**config.mk**
```make
export PLATFORM = sky130hd
export DESIGN_NAME = neuron_mac_sched
export DESIGN_NICKNAME = d
export VERILOG_FILES = /design/src/rtl/neuron_mac_sched.sv
export SDC_FILE = /design/constraint.sdc
export NUM_CORES = 2
export LEC_CHECK = 0
export ABC_AREA = 1
export CAP_MARGIN = 20
export CELL_PAD_IN_SITES_DETAIL_PLACEMENT = 1
export CELL_PAD_IN_SITES_GLOBAL_PLACEMENT = 1
export CORE_MARGIN = 1
export CORE_UTILIZATION = 26
export DETAILED_ROUTE_END_ITERATION = 16
export HOLD_SLACK_MARGIN = 0.15
export PLACE_DENSITY = 0.57
export RECOVER_POWER = 100
export REMOVE_ABC_BUFFERS = 1
export SYNTH_ARGS = -nofsm -noshare
export SYNTH_HDL_FRONTEND = slang
export SYNTH_SLANG_ARGS = --single-unit
```
**constraint.sdc**
```tcl
create_clock -name clk -period 22.9 [get_ports clk]
set_input_delay 4.58 -clock clk [delete_from_list [all_inputs] [get_ports clk]]
set_output_delay 4.58 -clock clk [all_outputs]
set_load 0.005 [all_outputs]
```
**src/rtl/neuron_mac_sched.sv**
```systemverilog
// neuron_mac_sched: evaluates a dense layer of N_OUT neurons (N_IN inputs each)
// on one shared 32-bit multiply-accumulate unit. The unit walks a weight/bias
// memory with a 1-cycle read latency. Each ReLU'd result is handed to the next
// layer over a valid/ready port.
module neuron_mac_sched #(
  parameter int N_IN  = 15,
  parameter int N_OUT = 4,
  parameter int AW    = 8,
  parameter int IW    = 2
) (
  input  logic              clk,
  input  logic              reset,
  input  logic              start,
  input  logic [32*N_IN-1:0] a_flat,
  output logic [AW-1:0]     w_addr,
  input  logic [31:0]       w_data,
  output logic              y_valid,
  input  logic              y_ready,
  output logic [IW-1:0]     y_idx,
  output logic [31:0]       y_data,
  output logic              busy,
  output logic              done
);

  // k runs 0..N_IN inclusive, so it needs room for N_IN itself
  localparam int KW = $clog2(N_IN + 1);

  typedef enum logic [1:0] {
    IDLE  = 2'd0,
    RUN   = 2'd1,
    DRAIN = 2'd2,
    WRITE = 2'd3
  } state_t;

  state_t        state_r;
  logic [31:0]   act_r [N_IN];
  logic [31:0]   acc_r;
  logic [IW-1:0] j_r;
  logic [KW-1:0] k_r;

  logic [31:0]   a_sel_s;
  logic [31:0]   prod_s;
  logic [31:0]   acc_bias_s;

  // Pick activation k-1: in a RUN cycle, w_data carries the word addressed one cycle earlier
  always_comb begin
    a_sel_s = 32'd0;
    for (int i = 0; i < N_IN; i++) begin
      a_sel_s = (k_r == KW'(i + 1)) ? act_r[i] : a_sel_s;
    end
    prod_s     = a_sel_s * w_data;
    acc_bias_s = acc_r + w_data;
  end

  // Scheduler FSM: address sequencing, accumulation and the registered output handshake
  always_ff @(posedge clk) begin
    if (reset) begin
      state_r <= IDLE;
      acc_r   <= 32'd0;
      j_r     <= '0;
      k_r     <= '0;
      w_addr  <= '0;
      y_valid <= 1'b0;
      y_idx   <= '0;
      y_data  <= 32'd0;
      busy    <= 1'b0;
      done    <= 1'b0;
      for (int i = 0; i < N_IN; i++) begin
        act_r[i] <= 32'd0;
      end
    end else begin
      done <= 1'b0;
      case (state_r)
        IDLE: begin
          if (start) begin
            for (int i = 0; i < N_IN; i++) begin
              act_r[i] <= a_flat[32*i +: 32];
            end
            j_r     <= '0;
            k_r     <= '0;
            acc_r   <= 32'd0;
            w_addr  <= '0;
            busy    <= 1'b1;
            state_r <= RUN;
          end
        end
        RUN: begin
          // k=0 has no data back from memory yet
          if (k_r != KW'(0)) begin
            acc_r <= acc_r + prod_s;
          end
          if (k_r == KW'(N_IN)) begin
            // bias address stays on the bus; its word arrives during DRAIN
            state_r <= DRAIN;
          end else begin
            k_r    <= k_r + KW'(1);
            w_addr <= w_addr + AW'(1);
          end
        end
        DRAIN: begin
          acc_r   <= acc_bias_s;
          y_valid <= 1'b1;
          y_idx   <= j_r;
          y_data  <= acc_bias_s[31] ? 32'd0 : acc_bias_s;
          state_r <= WRITE;
        end
        WRITE: begin
          if (y_ready) begin
            y_valid <= 1'b0;
            if (j_r == IW'(N_OUT - 1)) begin
              busy    <= 1'b0;
              done    <= 1'b1;
              state_r <= IDLE;
            end else begin
              // the bias of neuron j sits right below weight 0 of neuron j+1
              j_r     <= j_r + IW'(1);
              k_r     <= '0;
              acc_r   <= 32'd0;
              w_addr  <= w_addr + AW'(1);
              state_r <= RUN;
            end
          end
        end
        default: begin
          state_r <= IDLE;
        end
      endcase
    end
  end

endmodule

```
==> impl_metrics.json <==
{
  "clk_latency_ns": 0.71,
  "endpoint": "act_r[0][164]$_SDFFCE_PN0P_",
  "ant_nets": 0,
  "hold_viol": 0,
  "vias": 37900,
  "globalplace.congestion": 0.897,
  "timing.final.max_slew_violations": 770,
  "wire_per_inst_microns": 22.6,
  "slowest_stage": "clkbuf_1",
  "worstPathArrival_ns": 16.06,
  "worstSetupStartpoint": "reset",
  "ys.flop_type": "edfxtp_1",
  "final_cell_mix": "inv_1, nand2_1, nor2_1",
  "cts_hold_buf": 0,
  "maxUsedRoutingLayer": "met5",
  "fin_setup_tns_ns": 0,
  "hold_ws_ns": 0.448,
  "grt_pass1_wl_microns": 277000,
  "synth-edff-count": 480,
  "yosysSeqAreaShare_pct": 35.6,
  "n_fill_cell": 20500,
  "drt-vias-per-instance": 4.50,
  "drive_gt1_share_pct": 4.85,
  "syn_to_final_growth_pct": 23.5,
  "cap_violations": 13,
  "cp_max_fo": 83,
  "wl_met2_microns": 94400,
  "r2r_end": "acc_r[30]$_SDFFE_PP0P_",
  "io_pins": 561,
  "avgSynthCellArea_sq_um": 8.13,
  "wl_met1_microns": 81400,
  "antenna_found_initial": 52,
  "cts_setup_buffers": 0,
  "rsz0062_at_grt": "no",
  "grt_max_degree": 199,
  "r2r_slack_ns": 10.79,
  "tightest_slew_ns": 4.54,
  "fin_crit_ns": 15.86,
  "io_buffer_count": 559,
  "die_h_microns": 419,
  "p_per_area_nw_per_um2": 154,
  "yosysWarnings": 0,
  "finalNetCount": 7169,
  "cp_num_cells": 6,
  "cts_buffers": 75,
  "required_ns": 23.10,
  "cts_max_path_buffers": 3,
  "die_x_microns": 419,
  "slowest_delay_ns": 3.31,
  "synth_area_sq_um": 45200,
  "cts_tree": "done",
  "wl_met3_microns": 7130,
  "dr.first_iter.drc_count": 2104,
  "end_kind": "flop",
  "fmax_mhz": 63.1,
  "drc": 0,
  "grt_overflow": 0,
  "post-route-period-util_pct": 69.2,
  "setup_viol": 0,
  "criticalPathCategory": "in -> reg",
  "final_common_cell": "inv_1",
  "crit_family": "buffers and inverters",
  "failed_checks": "max-capacitance violations, max-slew violations",
  "path_buf_inv": 5,
  "core_area_sq_um": 172000,
  "root_buffer": "clkbuf_16",
  "grt_pass1_vias": 41000,
  "r2r_cells": 50,
  "worstSetupStartpointType": "primary input",
  "place_hpwl_microns": 150000,
  "start_util_pct": 26.3,
  "synth_cells": 5561,
  "maxSlewHeadroom_pct": -203,
  "htree_levels": 3,
  "cts.sinks": 564,
  "synth-seq-cells": 564,
  "clk_pin_slew_ns": 0.06,
  "async_flop_share_pct": 0,
  "min_path_type": "reg -> reg",
  "r2r_start": "k_r[0]$_SDFFE_PP0P_",
  "fin_skew_ns": 0.0518,
  "path_common_cell": "clkbuf_1",
  "cts_resized": 0,
  "rows": 152,
  "ys_types": 56,
  "status": "finished with violations",
  "totalWireLength_microns": 190000,
  "ir_worst_vdd_mv": 0.215,
  "track_usage_pct": 21.8,
  "power_leakage_nw": 27.0,
  "dieArea_sq_um": 175000,
  "dr.pass1.iters": 5,
  "crit_chain": "clkbuf_1 -> inv_1 -> nand2_1 -> clkbuf_1 -> clkbuf_1 -> clkbuf_1"
}
worst min path at each step:
| stage | start | to | slack, ns | depth (start not counted) |
|---|---|---|---|---|
| after CTS | y_data[10]$_SDFFE_PP0P_ | y_data[10]$_SDFFE_PP0P_ | 0.46 | 2 |
| final | w_addr[7]$_SDFFE_PP0P_ | w_addr[7]$_SDFFE_PP0P_ | 0.45 | 1 |
| after global placement | y_data[12]$_SDFFE_PP0P_ | y_data[12]$_SDFFE_PP0P_ | 0.45 | 2 |
| after global routing | y_data[10]$_SDFFE_PP0P_ | y_data[10]$_SDFFE_PP0P_ | 0.47 | 2 |
| after floorplan | w_addr[7]$_SDFFE_PP0P_ | w_addr[7]$_SDFFE_PP0P_ | 0.45 | 1 |
| after detailed placement | w_addr[7]$_SDFFE_PP0P_ | w_addr[7]$_SDFFE_PP0P_ | 0.45 | 1 |
metal layers:
metal  GRT usage [%]  vias to the layer above
li1                -                    17700
met1            27.1                    19100
met2            38.1                      883
met3            2.87                      284
met4            8.27                       12
met5               0                        -
sequential cells by signal, indices dropped and copies added (netlist names):
| register | cells |
|---|---|
| act_r | 480 |
| acc_r | 32 |
| y_data | 31 |
| w_addr | 8 |
| k_r | 4 |
| j_r | 2 |
| state_r | 2 |
| y_idx | 2 |
| busy | 1 |
| done | 1 |
| y_valid | 1 |
Yosys cell counts, types with 3 or more instances:
library cell  instances  area [sq um]
nand4_1              28           175
buf_4                15           113
clkbuf_1            166           623
inv_2                 7          26.3
nor2_1             1039          3900
fa_1                439          8790
nand2_2               4          25.0
edfxtp_1            480         14400
clkinv_1              7          26.3
a21oi_1             193           966
dfxtp_1              84          1680
or2_2               101           632
buf_1                 8          30.0
a31oi_1               3          18.8
buf_6                 3          33.8
nand3b_1              8          60.1
o21ai_1               4          20.0
inv_1              1248          4680
xnor2_1              15           131
a211oi_1              8          60.1
xor2_1                7          61.3
nand2_1            1034          3880
or2_1                22           138
o21bai_1             11          82.6
nor3b_1               4          30.0
buf_2                28           140
o21ai_0              94           470
or2_0                 9          56.3
nand3_2               3          30.0
ha_1                166          2080
o31ai_1               4          30.0
nor3_1               13          65.1
a2bb2oi_1            16           140
o21ai_2               3          26.3
o21a_1                3          22.5
nand3_1             253          1270
per-stage QoR:
step / utilization, % / setup WS [ns] / area [sq um] / cells / power, mW
after CTS: 32.4 / 10.34 / 55800 / 8414 / 8.64
final: 32.4 / 7.04 / 55800 / 8434 / 8.57
after floorplan: - / 6.91 / 44200 / 5339 / 5.47
after global placement: 31.0 / 9.62 / 53400 / 8281 / 7.27
after detailed placement: 31.0 / 9.63 / 53400 / 8281 / 7.38
after global routing: 32.4 / 6.15 / 55800 / 8430 / 9.48
report_power, final:
group / leakage (nW) / switching (mW) / internal (mW) / total, mW
Clock: 1.18 / 0.520 / 0.683 / 1.20
Sequential: 5.81 / 0.0688 / 1.38 / 1.44
Combinational: 20.0 / 3.87 / 2.05 / 5.92
cells by family (layout without fill, tap and decap cells):
group	Yosys count	count (layout)	synth area share, %
flops	564	564	35.6
compound gates	354	354	4.36
buf+inv	1485	2028	12.6
simple gates	2530	2530	22.9
xor+xnor	22	22	0.426
fa+ha+maj	605	605	24.0
other cells	1	21	0.00830
cell type report:
cell class	count	area, sq um	area share, %
repair buffers	632	6100	10.9
multi-input cells	3512	23400	42.0
inverters	1263	4740	8.50
flip-flops and latches	564	16100	28.8
well taps	2310	2890	5.18
diodes	20	50.0	0.0897
clock buffers	92	1950	3.50
clock inverters	41	519	0.931
Power figures use the tool's default switching activity.
